<file path="src/rtl/muldiv_pkg.sv">
// Shared core package for the sequential multiply/divide unit.
// Holds the operation, sequencer state and step-datapath control types,
// plus small decode helpers used by the sequencer.
package muldiv_pkg;

    // RISC-V M-extension operations, encoded in funct3 order
    typedef enum logic [2:0] {
        MUL    = 3'd0,
        MULH   = 3'd1,
        MULHSU = 3'd2,
        MULHU  = 3'd3,
        DIV    = 3'd4,
        DIVU   = 3'd5,
        REM    = 3'd6,
        REMU   = 3'd7
    } muldivOp_t;

    // Sequencer states
    typedef enum logic [1:0] {
        IDLE  = 2'd0,
        CALC  = 2'd1,
        FIXUP = 2'd2,
        DONE  = 2'd3
    } muldiv_state_t;

    // Adder operation of one iteration step
    typedef enum logic {
        STEP_ADD = 1'b0,
        STEP_SUB = 1'b1
    } step_add_op_t;

    // Shift direction of one iteration step
    typedef enum logic {
        SHIFT_RIGHT = 1'b0,
        SHIFT_LEFT  = 1'b1
    } step_shift_op_t;

    function automatic logic is_div_op(input muldivOp_t op);
        return op[2];
    endfunction

    function automatic logic is_rem_op(input muldivOp_t op);
        return (op == REM) || (op == REMU);
    endfunction

    // rs1 is treated as signed for these operations
    function automatic logic op_signed_a(input muldivOp_t op);
        return (op == MULH) || (op == MULHSU) || (op == DIV) || (op == REM);
    endfunction

    // rs2 is treated as signed for these operations
    function automatic logic op_signed_b(input muldivOp_t op);
        return (op == MULH) || (op == DIV) || (op == REM);
    endfunction

endpackage

</file>
<file path="src/rtl/muldiv_step.sv">
// One iteration of the shared multiply/divide datapath (purely combinational).
// Multiply: conditional add of the multiplicand on the multiplier LSB, then
// shift the {acc, lo} pair right. Divide: shift {acc, lo} left, trial
// subtract the divisor (restoring), quotient bit enters lo from the right.
module muldiv_step
    import muldiv_pkg::*;
#(
    parameter int WIDTH = 32
) (
    input  step_add_op_t   add_op,
    input  step_shift_op_t shift_op,
    input  logic [WIDTH-1:0] acc,
    input  logic [WIDTH-1:0] lo,
    input  logic [WIDTH-1:0] operand,
    output logic [WIDTH-1:0] acc_next,
    output logic [WIDTH-1:0] lo_next
);

    logic [WIDTH:0] work;
    logic [WIDTH:0] sum;
    logic [WIDTH:0] kept;
    logic           take;

    // Single WIDTH+1-bit add-or-subtract followed by the shift
    always_comb begin
        work = (shift_op == SHIFT_LEFT) ? {acc, lo[WIDTH-1]} : {1'b0, acc};
        sum  = work;
        take = 1'b0;
        case (add_op)
            STEP_ADD: begin
                take = lo[0];
                sum  = work + {1'b0, operand};
            end
            STEP_SUB: begin
                take = (work >= {1'b0, operand});
                sum  = {1'b0, work[WIDTH-1:0] - operand};
            end
            default: begin
                take = 1'b0;
                sum  = work;
            end
        endcase
        kept = take ? sum : work;
        if (shift_op == SHIFT_LEFT) begin
            acc_next = kept[WIDTH-1:0];
            lo_next  = {lo[WIDTH-2:0], take};
        end else begin
            acc_next = kept[WIDTH:1];
            lo_next  = {kept[0], lo[WIDTH-1:1]};
        end
    end

endmodule

</file>
<file path="src/rtl/muldiv_seq.sv">
// Sequential RISC-V M-extension multiply/divide unit.
// One iteration per cycle for WIDTH cycles, then a sign/word fixup cycle.
// Divide-by-zero and signed overflow bypass the iteration entirely.
// Build option: define MULDIV_DIV_EN to include the divide datapath; without
// it divide operations complete immediately with resp_illegal set.
module muldiv_seq
    import muldiv_pkg::*;
#(
    parameter int WIDTH = 32
) (
    input  logic             clk,
    input  logic             rst,
    input  logic             req_valid,
    output logic             req_ready,
    input  muldivOp_t        req_op,
    input  logic [WIDTH-1:0] src_a,
    input  logic [WIDTH-1:0] src_b,
    input  logic             flush,
    output logic             resp_valid,
    input  logic             resp_ready,
    output logic [WIDTH-1:0] result,
    output logic             resp_illegal
);

    localparam logic [5:0] LAST_STEP = 6'(WIDTH - 1);
`ifdef MULDIV_DIV_EN
    localparam logic [WIDTH-1:0] MOST_NEG = {1'b1, {(WIDTH-1){1'b0}}};
`endif

    muldiv_state_t    state_q, state_d;
    logic [5:0]       count_q;
    logic [WIDTH-1:0] acc_q, lo_q, opnd_q, res_q;
    muldivOp_t        op_q;
    logic             neg_q;
`ifndef MULDIV_DIV_EN
    logic             ill_q;
    logic             sc_ill;
`endif

    logic             accept;
    logic             sign_a, sign_b, neg_in;
    logic [WIDTH-1:0] mag_a, mag_b;
    logic             sc_hit;
    logic [WIDTH-1:0] sc_res;

    step_add_op_t     step_add;
    step_shift_op_t   step_shift;
    logic [WIDTH-1:0] step_acc, step_lo;

    logic [2*WIDTH-1:0] prod, prod_fix;
    logic [WIDTH-1:0]   fix_res;

    // A request is taken only in IDLE and never alongside a flush
    assign accept = req_valid && (state_q == IDLE) && !flush;

    // Split the incoming operands into magnitudes and sign flags
    always_comb begin
        sign_a = op_signed_a(req_op) && src_a[WIDTH-1];
        sign_b = op_signed_b(req_op) && src_b[WIDTH-1];
        mag_a  = sign_a ? (~src_a + 1'b1) : src_a;
        mag_b  = sign_b ? (~src_b + 1'b1) : src_b;
        neg_in = is_rem_op(req_op) ? sign_a : (sign_a ^ sign_b);
    end

    // Detect operations that finish without iterating and their results
    always_comb begin
        sc_hit = 1'b0;
        sc_res = '0;
`ifdef MULDIV_DIV_EN
        if (is_div_op(req_op)) begin
            if (src_b == '0) begin
                sc_hit = 1'b1;
                sc_res = is_rem_op(req_op) ? src_a : '1;
            end else if (op_signed_b(req_op) && (src_a == MOST_NEG) && (src_b == '1)) begin
                sc_hit = 1'b1;
                sc_res = is_rem_op(req_op) ? '0 : src_a;
            end
        end
`else
        sc_ill = 1'b0;
        if (is_div_op(req_op)) begin
            sc_hit = 1'b1;
            sc_ill = 1'b1;
        end
`endif
    end

`ifdef MULDIV_DIV_EN
    assign step_add   = is_div_op(op_q) ? STEP_SUB : STEP_ADD;
    assign step_shift = is_div_op(op_q) ? SHIFT_LEFT : SHIFT_RIGHT;
`else
    assign step_add   = STEP_ADD;
    assign step_shift = SHIFT_RIGHT;
`endif

    muldiv_step #(
        .WIDTH (WIDTH)
    ) u_step (
        .add_op   (step_add),
        .shift_op (step_shift),
        .acc      (acc_q),
        .lo       (lo_q),
        .operand  (opnd_q),
        .acc_next (step_acc),
        .lo_next  (step_lo)
    );

    // Apply the result sign and pick the requested word
    always_comb begin
        prod     = {acc_q, lo_q};
        prod_fix = neg_q ? (~prod + 1'b1) : prod;
        fix_res  = '0;
        case (op_q)
            MUL:                  fix_res = prod_fix[WIDTH-1:0];
            MULH, MULHSU, MULHU:  fix_res = prod_fix[2*WIDTH-1:WIDTH];
`ifdef MULDIV_DIV_EN
            DIV, DIVU:            fix_res = neg_q ? (~lo_q + 1'b1) : lo_q;
            REM, REMU:            fix_res = neg_q ? (~acc_q + 1'b1) : acc_q;
`endif
            default:              fix_res = '0;
        endcase
    end

    // State register
    always_ff @(posedge clk or posedge rst) begin
        if (rst) begin
            state_q <= IDLE;
        end else begin
            state_q <= state_d;
        end
    end

    // Next-state and handshake outputs
    always_comb begin
        state_d    = state_q;
        req_ready  = 1'b0;
        resp_valid = 1'b0;
        case (state_q)
            IDLE: begin
                req_ready = 1'b1;
                if (accept) begin
                    state_d = sc_hit ? DONE : CALC;
                end
            end
            CALC: begin
                if (flush) begin
                    state_d = IDLE;
                end else if (count_q == LAST_STEP) begin
                    state_d = FIXUP;
                end
            end
            FIXUP: begin
                state_d = flush ? IDLE : DONE;
            end
            DONE: begin
                resp_valid = 1'b1;
                if (flush || resp_ready) begin
                    state_d = IDLE;
                end
            end
            default: state_d = IDLE;
        endcase
    end

    // Operand capture, iteration and result registers
    always_ff @(posedge clk or posedge rst) begin
        if (rst) begin
            count_q <= '0;
            acc_q   <= '0;
            lo_q    <= '0;
            opnd_q  <= '0;
            res_q   <= '0;
            op_q    <= MUL;
            neg_q   <= 1'b0;
`ifndef MULDIV_DIV_EN
            ill_q   <= 1'b0;
`endif
        end else begin
            case (state_q)
                IDLE: begin
                    if (accept) begin
                        op_q    <= req_op;
                        neg_q   <= neg_in;
                        acc_q   <= '0;
                        lo_q    <= mag_a;
                        opnd_q  <= mag_b;
                        count_q <= '0;
                        res_q   <= sc_res;
`ifndef MULDIV_DIV_EN
                        ill_q   <= sc_ill;
`endif
                    end
                end
                CALC: begin
                    acc_q   <= step_acc;
                    lo_q    <= step_lo;
                    count_q <= (flush || (count_q == LAST_STEP)) ? 6'd0 : count_q + 6'd1;
                end
                FIXUP: begin
                    res_q <= fix_res;
                end
                DONE: begin
                    if (flush || resp_ready) begin
                        res_q <= '0;
`ifndef MULDIV_DIV_EN
                        ill_q <= 1'b0;
`endif
                    end
                end
                default: count_q <= '0;
            endcase
        end
    end

    assign result = resp_valid ? res_q : '0;
`ifdef MULDIV_DIV_EN
    assign resp_illegal = 1'b0;
`else
    assign resp_illegal = resp_valid && ill_q;
`endif

endmodule

</file>
<file path="config.mk">
export PLATFORM = sky130hd
export DESIGN_NAME = muldiv_seq
export DESIGN_NICKNAME = d
export VERILOG_FILES = /design/src/rtl/muldiv_pkg.sv /design/src/rtl/muldiv_step.sv /design/src/rtl/muldiv_seq.sv
export SDC_FILE = /design/constraint.sdc
export NUM_CORES = 1
export LEC_CHECK = 0
export CAP_MARGIN = 40
export CORE_MARGIN = 4
export CORE_UTILIZATION = 52
export CTS_BUF_LIST = sky130_fd_sc_hd__clkbuf_2 sky130_fd_sc_hd__clkbuf_4 sky130_fd_sc_hd__clkbuf_8
export CTS_CLUSTER_SIZE = 28
export DETAILED_ROUTE_END_ITERATION = 8
export HOLD_SLACK_MARGIN = 0.03
export PLACE_DENSITY_LB_ADDON = 0.2
export SKIP_CTS_REPAIR_TIMING = 1
export SYNTH_ARGS = -nofsm -noshare
export SYNTH_HDL_FRONTEND = slang
export SYNTH_HIERARCHICAL = 1
export SYNTH_SLANG_ARGS = --single-unit
</file>
<file path="constraint.sdc">
create_clock -name clk -period 7.84 [get_ports clk]
set_clock_uncertainty 0.15 [all_clocks]
set_input_delay 1.568 -clock clk [delete_from_list [all_inputs] [get_ports clk]]
set_output_delay 1.568 -clock clk [all_outputs]
set_load 0.01 [all_outputs]
</file>
==> impl_metrics.py, run 1 <==
metrics = {
    "outcome": {
        "run_status": "completed",
    },
    "global_route": {
        "grt_usage": 0.282,
        "gr-total-overflow": 0,
        "antenna_found_initial": 0,
        "grt_pass1_wl_um": 71000,
        "grt_pass1_vias": 13200,
        "grt_start_max_net_pins": 106,
    },
    "power": {
        "p_seq_frac": 0.260,
        "p_clk_frac": 0.104,
        "power_frac_comb": 0.636,
        "p_leak_nw": 6.53,
        "power.density_nw_per_um2": 371,
        "swShare": 0.534,
        "internal_power_w": 0.00279,
        "vdd_drop_max_mv": 0.162,
        "power.switching_w": 0.00319,
    },
    "critical_path": {
        "cpMostUsedCell": "a21oi_1",
        "crit_family": "compound AO/OA/AOI/OAI gates",
        "cp.arrival_ns": 4.74,
        "critPathLaunchType": "register",
        "crit_buf_inv": 1,
        "path_max_fanout": 8,
        "path_cells": "mux2i_1 > inv_1 > ha_1 > a21oi_1 > a2111o_1 > a211oi_2 > o41ai_1 > a21oi_1 > o31ai_1 > mux2i_1 > a21oi_1 > a211o_1 > nand2_1 > o21ai_0",
        "cp_slowest_cell": "o41ai_1",
        "critPathRequiredTime_ns": 8.03,
        "slowest_delay_ns": 0.75,
        "end_kind": "register",
        "crit_type": "reg2reg",
    },
    "drt": {
        "drcViolationCount": 0,
        "via_count": 14300,
        "routedWlPerCell_um": 19.6,
        "drtIter0Drc": 1388,
        "first_pass_iters": 5,
        "via_per_inst": 6.27,
        "ant_nets": 0,
        "wl_um": 44800,
    },
    "floorplanning": {
        "die_w_um": 176,
        "coreArea_um2": 27800,
        "rows": 61,
        "initial_utilization": 0.526,
        "die_area_um2": 30800,
        "ioPinCount": 107,
        "die_y_um": 176,
    },
    "job": {
        "cap_violations": 0,
    },
    "synthesis": {
        "yosysUniqueCellTypes": 92,
        "yosysTopAreaCell": "dfrtp_1",
        "yosys.area.top_type_share": 0.242,
        "ys.flop_type": "dfrtp_1",
        "syn_inst": 1874,
        "synthTopCellsByArea": "dfrtp_1 (24%), o21ai_0 (7.2%), nand2_1 (6.1%), ha_1 (5.9%), mux2_2 (4.9%)",
        "synthTopCellsByCount": "nand2_1 (237), o21ai_0 (209), dfrtp_1 (141)",
        "yosysWarnings": 6,
        "async_reset_ff_frac": 1.00,
        "synth.avg_cell_area_um2": 7.79,
        "yosysSeqAreaShare": 0.242,
        "syn-cell-area_um2": 14600,
        "synth_edf_count": 0,
        "synth-seq-cells": 141,
        "synth_most_common_cell": "nand2_1",
    },
    "clock_tree": {
        "cts_buffer_depth": 2,
        "root_buffer": "clkbuf_8",
        "clk_pin_slew_ns": 0.11,
        "cts_tree": "yes",
        "cts_made_buffers": 17,
        "clock_sinks": 141,
        "worstSkewPairLatency_ns": 0.49,
        "cts_max_level": 4,
    },
    "timing": {
        "worstMarginPinSlew_ns": 0.898,
        "fmax_mhz": 220,
        "hold_violations": 0,
        "fin_crit_sh": 0.580,
        "tns_ns": 0,
        "slew_headroom": 0.401,
        "rsz0062_at_grt": "no",
        "drv_slew": 0,
        "finalSetupViolations": 0,
        "fin_crit_ns": 4.55,
    },
    "final_layout": {
        "antenna_cells": 0,
        "final_core_util": 0.580,
        "n_fill_cell": 2666,
        "drive_gt1_frac": 0.0829,
        "area_growth_pct": 10.4,
        "fin_nets": 2035,
    },
    "place": {
        "hpwlAfterDp_um": 33700,
        "port_buffers": 106,
        "place.gp.congestion": 0.935,
    },
    "hold_path": {
        "hp-class": "reg2reg",
    },
}
layout by cell type, fill, tap and decap left out, types with 11 or more instances in the layout:
master and n:
a21oi_1 105, a22oi_1 32, a31oi_1 15, and2_1 14, and3_1 49, buf_4 11, clkbuf_8 17, clkdlybuf4s50_1 106
dfrtp_1 141, ha_1 69, inv_1 75, mux2_2 63, mux2i_1 32, nand2_1 236, nand2b_1 17, nand3_1 37
nand4_1 23, nor2_1 106, nor2b_1 17, nor3_1 58, nor4_1 19, o21ai_0 208, o31ai_1 47, o41ai_1 25
or3_1 24, or4_1 14, xnor2_1 70, xor2_1 62
routing by layer:
| metal | GRT usage | routed length (um) |
|---|---|---|
| met5 | 0 | 0 |
| met4 | 0.106 | 1570 |
| met3 | 0.0340 | 2700 |
| met2 | 0.472 | 21300 |
| met1 | 0.376 | 19200 |
final timing paths:
check                      startpoint         end  slack (ns)  depth (start not counted)
hold / removal             count_q[2]  count_q[2]        0.36                          1
min in group asynchronous         rst    res_q[8]        1.43                          2
max in group asynchronous         rst   acc_q[21]        4.77                          3
hold reg to reg            count_q[2]  count_q[2]        0.36                          1
setup reg to reg             acc_q[1]   acc_q[30]        3.29                         14
setup / recovery             acc_q[1]   acc_q[30]        3.29                         14
cell type report:
type                    instances  area, um2  share of cell area
inverters                      77        294              0.0182
well taps                     378        473              0.0293
repair buffers                119       1200              0.0743
multi-input cells            1536      10200               0.633
clock buffers                  17        234              0.0145
clock inverters                15        191              0.0119
flip-flops and latches        141       3530               0.219
power groups by stage:
stage          Sequential [W]  Combinational, W  Clock [W]
6_report              0.00155           0.00380   0.000625
5_1_grt               0.00159           0.00420   0.000668
4_1_cts               0.00154           0.00371   0.000639
3_5_place_dp          0.00155           0.00369          0
3_3_place_gp          0.00156           0.00362          0
2_1_floorplan         0.00132           0.00300          0
stage by stage:
step / cells / hold slack, ns / total power [W] / cell area, um2 / setup slack, ns
global placement: 2249 / 0.336 / 0.00517 / 15600 / 3.28
floorplan: 1875 / 0.298 / 0.00432 / 14600 / 2.34
detailed placement: 2251 / 0.348 / 0.00525 / 15700 / 3.22
CTS: 2283 / 0.362 / 0.00589 / 16100 / 3.49
finish: 2283 / 0.359 / 0.00598 / 16100 / 3.29
global route: 2283 / 0.380 / 0.00646 / 16100 / 3.11
cell families after synthesis:
kind of cell / share of synthesized area
adder cells (fa/ha/maj): 0.0619
flip-flops: 0.242
AO/OA/AOI/OAI: 0.253
buffers and inverters: 0.0614
multiplexers: 0.0767
AND/OR/NAND/NOR: 0.226
XOR/XNOR: 0.0792
other: 0.000257
sequential cells by signal (all words and copies together), names as in the netlist:
register and count:
acc_q 32, count_q 6, ill_q 1, lo_q 32, neg_q 1, op_q 3
opnd_q 32, res_q 32, state_q 2
Power figures use the tool's default switching activity.
==> run 2: changes to the inputs <==
- clock period: 7.84 -> 4.7 ns (I/O delays scaled with it)
==> run 2 against run 1 <==
Compared with the run above: die area unchanged; hold slack improved by 0.0049 ns; combinational power increased by 73%; register-to-register slack worse by 2.8 ns; sequential share of layout area decreased by 0.19 points; critical path type unchanged; utilization is 0.51 points higher; first-iteration DRC count rose by 5.1%; critical path depth did not move; wire length grew 4.1%.
==> impl_metrics.py, run 2 (synthesis results as in run 1) <==
metrics = {
    "place": {
        "port_buffers": 106,
        "place.gp.congestion": 0.977,
        "dp.cells": 2272,
        "place_area_um2": 15900,
        "hpwlAfterDp_um": 35800,
    },
    "global_route": {
        "gr-total-overflow": 0,
        "met2_usage": 0.491,
        "met3_usage": 0.0375,
        "grt_start_max_net_pins": 106,
        "antenna_found_initial": 0,
        "grt_pass1_vias": 13600,
        "grt_busiest_layer": "met2",
        "grt_pass1_wl_um": 73600,
        "grt_usage": 0.294,
        "use_met1": 0.387,
    },
    "critical_path": {
        "cp.arrival_ns": 4.36,
        "path_max_fanout": 8,
        "cp_slowest_cell": "nor4_1",
        "crit_buf_inv": 1,
        "critPathRequiredTime_ns": 4.89,
        "crit_type": "reg2reg",
        "slowest_delay_ns": 0.66,
        "critPathLaunchType": "register",
        "path_cells": "mux2i_1 > inv_1 > ha_1 > a21oi_1 > a2111o_1 > a211oi_2 > o31ai_2 > a2111oi_2 > nor4_1 > o211a_1 > nor3_1 > o21a_1 > nand2_1 > o21ai_0",
        "crit_family": "compound AO/OA/AOI/OAI gates",
        "end_kind": "register",
    },
    "final_layout": {
        "area_growth_pct": 11.4,
        "mostFrequentLayoutCell": "nand2_1",
        "final_cell_mix": "nand2_1 (236), o21ai_0 (208), dfrtp_1 (141), nor2_1 (106), clkdlybuf4s50_1 (106)",
        "drive_gt1_frac": 0.0929,
        "finalInstanceArea_um2": 16300,
        "antenna_cells": 0,
        "instances_no_fill": 2304,
        "fin_nets": 2056,
    },
    "timing": {
        "hold_violations": 0,
        "fin_crit_ns": 4.16,
        "rsz0062_at_grt": "no",
        "fin_crit_sh": 0.886,
        "slew_headroom": 0.441,
        "fmax_mhz": 240,
        "tns_ns": 0,
        "finalSetupViolations": 0,
        "worstMarginPinSlew_ns": 0.829,
        "drv_slew": 0,
    },
    "clock_tree": {
        "clock_sinks": 141,
        "clk_pin_slew_ns": 0.10,
        "cts_buffer_depth": 2,
        "cts_made_buffers": 17,
        "cts_max_level": 4,
        "cts_tree": "yes",
        "worstSkewPairLatency_ns": 0.48,
        "root_buffer": "clkbuf_8",
    },
    "floorplanning": {
        "die_y_um": 176,
        "coreArea_um2": 27800,
        "ioPinCount": 107,
        "initial_utilization": 0.526,
        "die_area_um2": 30800,
        "die_w_um": 176,
        "rows": 61,
    },
    "drt": {
        "via_count": 14500,
        "drcViolationCount": 0,
        "via_per_inst": 6.31,
        "drtIter0Drc": 1459,
        "wl_um": 46700,
        "first_pass_iters": 7,
        "ant_nets": 0,
        "routedWlPerCell_um": 20.3,
    },
    "job": {
        "cap_violations": 0,
    },
    "power": {
        "vdd_drop_max_mv": 0.255,
        "power.density_nw_per_um2": 624,
        "p_leak_nw": 6.62,
        "total_power_w": 0.0102,
    },
    "hold_path": {
        "hp-class": "reg2reg",
    },
    "outcome": {
        "run_status": "completed",
    },
}
run 2: final timing paths:
kind	start	endpoint	slack, ns	cells past startpoint
max	acc_q[1]	acc_q[28]	0.54	14
min	res_q[12]	res_q[12]	0.36	2
max reg2reg	acc_q[1]	acc_q[28]	0.54	14
min reg2reg	res_q[12]	res_q[12]	0.36	2
max in group asynchronous	rst	opnd_q[16]	2.76	3
min in group asynchronous	rst	res_q[2]	0.80	2
run 2: worst min-delay path, delay by kind of cell (launching register included):
kind | cells | cell delay [ns]
flip-flops | 1 | 0.35
AO/OA/AOI/OAI | 2 | 0.13
run 2: layout make-up:
cell class | count | area [um2]
Inverter | 77 | 293
Multi-Input combinational cell | 1536 | 10200
Clock buffer | 20 | 269
Sequential cell | 141 | 3530
Tap cell | 378 | 473
Fill cell | 2586 | 11500
Timing Repair Buffer | 140 | 1370
Clock inverter | 12 | 129
run 2: metal layers:
metal	wire, um	vias up	share of wire
met2	21900	601	0.47
met3	2740	99	0.059
li1	-	6923	-
met4	1920	0	0.041
met1	20100	6917	0.43
met5	0	-	0
run 2: report_power, final:
part / internal (W) / switching [W]
clock network: 0.000467 / 0.000571
logic: 0.00260 / 0.00397
registers: 0.00170 / 0.000847
total: 0.00477 / 0.00539
run 2: stage by stage:
stage	hold slack [ns]	setup WS [ns]	utilization
final	0.364	0.537	0.586
after global routing	0.393	0.199	0.586
after CTS	0.366	0.637	0.586
after detailed placement	0.349	0.668	0.571
after global placement	0.339	0.764	0.569
after floorplan	0.298	1.29	-
==> run 3: changes to the inputs <==
- DONT_BUFFER_PORTS: unset -> 1
==> run 3 against run 2 <==
Compared with the run above: sequential share of layout area grew 1.5 points; count of clock-buffer cells in the layout shrank 1; global-route usage shrank 0.71 points; wire length shrank 2.3%; via count shrank 4.0%; die area is the same; sequential power is essentially flat; final cell count shrank 4.8%; first-iteration DRC count shrank 8.2%; utilization shrank 3.8 points; critical endpoint is now acc_q[26]; largest power group unchanged.
==> impl_metrics.py, run 3 (synthesis results as in run 1) <==
metrics = {
    "drt": {
        "drcViolationCount": 0,
        "routedWlPerCell_um": 20.8,
        "via_count": 14000,
        "ant_nets": 0,
        "first_pass_iters": 6,
        "wl_um": 45600,
        "via_per_inst": 6.36,
        "drtIter0Drc": 1339,
    },
    "final_layout": {
        "mostFrequentLayoutCell": "nand2_1",
        "seqCellArea_um2": 3530,
        "area_growth_pct": 4.09,
        "fin_nets": 1945,
        "finalInstanceArea_um2": 15200,
        "antenna_cells": 0,
        "n_fill_cell": 2695,
        "drive_gt1_frac": 0.0964,
        "final_cell_mix": "nand2_1 (236), o21ai_0 (208), dfrtp_1 (140), nor2_1 (106), a21oi_1 (105)",
        "multi_input_area_um2": 10200,
    },
    "clock_tree": {
        "root_buffer": "clkbuf_8",
        "worstSkewPairLatency_ns": 0.47,
        "cts_tree": "yes",
        "clock_sinks": 141,
        "cts_made_buffers": 17,
        "cts_buffer_depth": 2,
        "clk_pin_slew_ns": 0.10,
        "cts_max_level": 4,
    },
    "global_route": {
        "grt_pass1_wl_um": 71400,
        "use_met1": 0.383,
        "grt_usage": 0.287,
        "grt_busiest_layer": "met2",
        "gr-total-overflow": 0,
        "met2_usage": 0.453,
        "met3_usage": 0.0517,
        "antenna_found_initial": 3,
        "grt_start_max_net_pins": 106,
        "grt_pass1_vias": 12900,
    },
    "critical_path": {
        "crit-reg2reg-launch": "acc_q[1]",
        "crit_type": "reg2reg",
        "cp.arrival_ns": 4.17,
        "worstSetupStartpoint": "acc_q[1]",
        "r2r-end": "acc_q[26]",
        "end_kind": "register",
        "critPathRequiredTime_ns": 4.89,
        "path_max_fanout": 8,
        "worst_r2r_path_depth": 15,
        "r2r_slack_ns": 0.71,
        "critPathLaunchType": "register",
    },
    "place": {
        "place_area_um2": 14700,
        "port_buffers": 0,
        "place.gp.congestion": 0.987,
        "hpwlAfterDp_um": 34900,
        "place_ws_ns": 0.749,
    },
    "timing": {
        "hold_slack_ns": 0.244,
        "finalSetupViolations": 0,
        "fmax_mhz": 251,
        "fin_crit_ns": 3.99,
        "rsz0062_at_grt": "no",
        "setup_slack_ns": 0.713,
        "hold_violations": 0,
        "fin_crit_sh": 0.848,
        "worstMarginPinSlew_ns": 0.882,
        "drv_slew": 0,
        "tns_ns": 0,
        "slew_headroom": 0.412,
    },
    "floorplanning": {
        "die_y_um": 176,
        "die_area_um2": 30800,
        "die_w_um": 176,
        "coreArea_um2": 27800,
        "initial_utilization": 0.526,
        "ioPinCount": 107,
        "rows": 61,
    },
    "power": {
        "vdd_drop_max_mv": 0.246,
        "power.density_nw_per_um2": 665,
        "p_seq_frac": 0.253,
        "internal_power_w": 0.00478,
        "power.switching_w": 0.00534,
        "p_clk_frac": 0.111,
        "swShare": 0.528,
        "p_leak_nw": 6.21,
        "total_power_w": 0.0101,
        "power_frac_comb": 0.635,
    },
    "job": {
        "cap_violations": 0,
    },
    "hold_path": {
        "hp-class": "in2async",
    },
    "outcome": {
        "run_status": "completed",
    },
}
-- run 3: layer usage --
metal / wire length, um / up-vias
met2: 20600 / 532
met5: 41 / -
met1: 19800 / 6600
li1: - / 6706
met3: 2970 / 111
met4: 2210 / 6
-- run 3: worst max-delay path by stage --
stage,to
global route,acc_q[19]
global placement,acc_q[26]
detailed placement,acc_q[26]
finish,acc_q[26]
CTS,acc_q[26]
floorplan,acc_q[30]
-- run 3: area by class of cell --
cell class | count | area share
clock inverters | 13 | 0.0119
repair buffers | 29 | 0.0173
clock buffers | 19 | 0.0168
multi-input cells | 1536 | 0.671
flip-flops and latches | 141 | 0.232
inverters | 77 | 0.0193
well taps | 378 | 0.0311
-- run 3: critical path: stages, from the launching register on --
cell      delay [ns]
dfrtp_1         0.48
mux2i_1         0.30
inv_1           0.16
ha_1            0.30
a21oi_1         0.08
a2111o_1        0.48
a211oi_2        0.38
o41ai_1         0.13
buf_4           0.15
a21oi_1         0.27
nor3_1          0.12
or4_1           0.51
nand3_1         0.13
a32oi_1         0.07
nand2_1         0.06
o21ai_0         0.07
-- run 3: power groups by stage --
stage	Sequential (W)	Combinational, W	Clock (W)
finish	0.00256	0.00643	0.00112
global route	0.00263	0.00708	0.00120
CTS	0.00255	0.00623	0.00114
detailed placement	0.00258	0.00619	0
global placement	0.00255	0.00617	0
floorplan	0.00220	0.00500	0
-- run 3: stage by stage --
| step | instances | util |
|---|---|---|
| after floorplan | 1875 | - |
| after global placement | 2160 | 0.530 |
| after detailed placement | 2160 | 0.530 |
| after CTS | 2192 | 0.546 |
| after global routing | 2193 | 0.547 |
| final | 2193 | 0.547 |
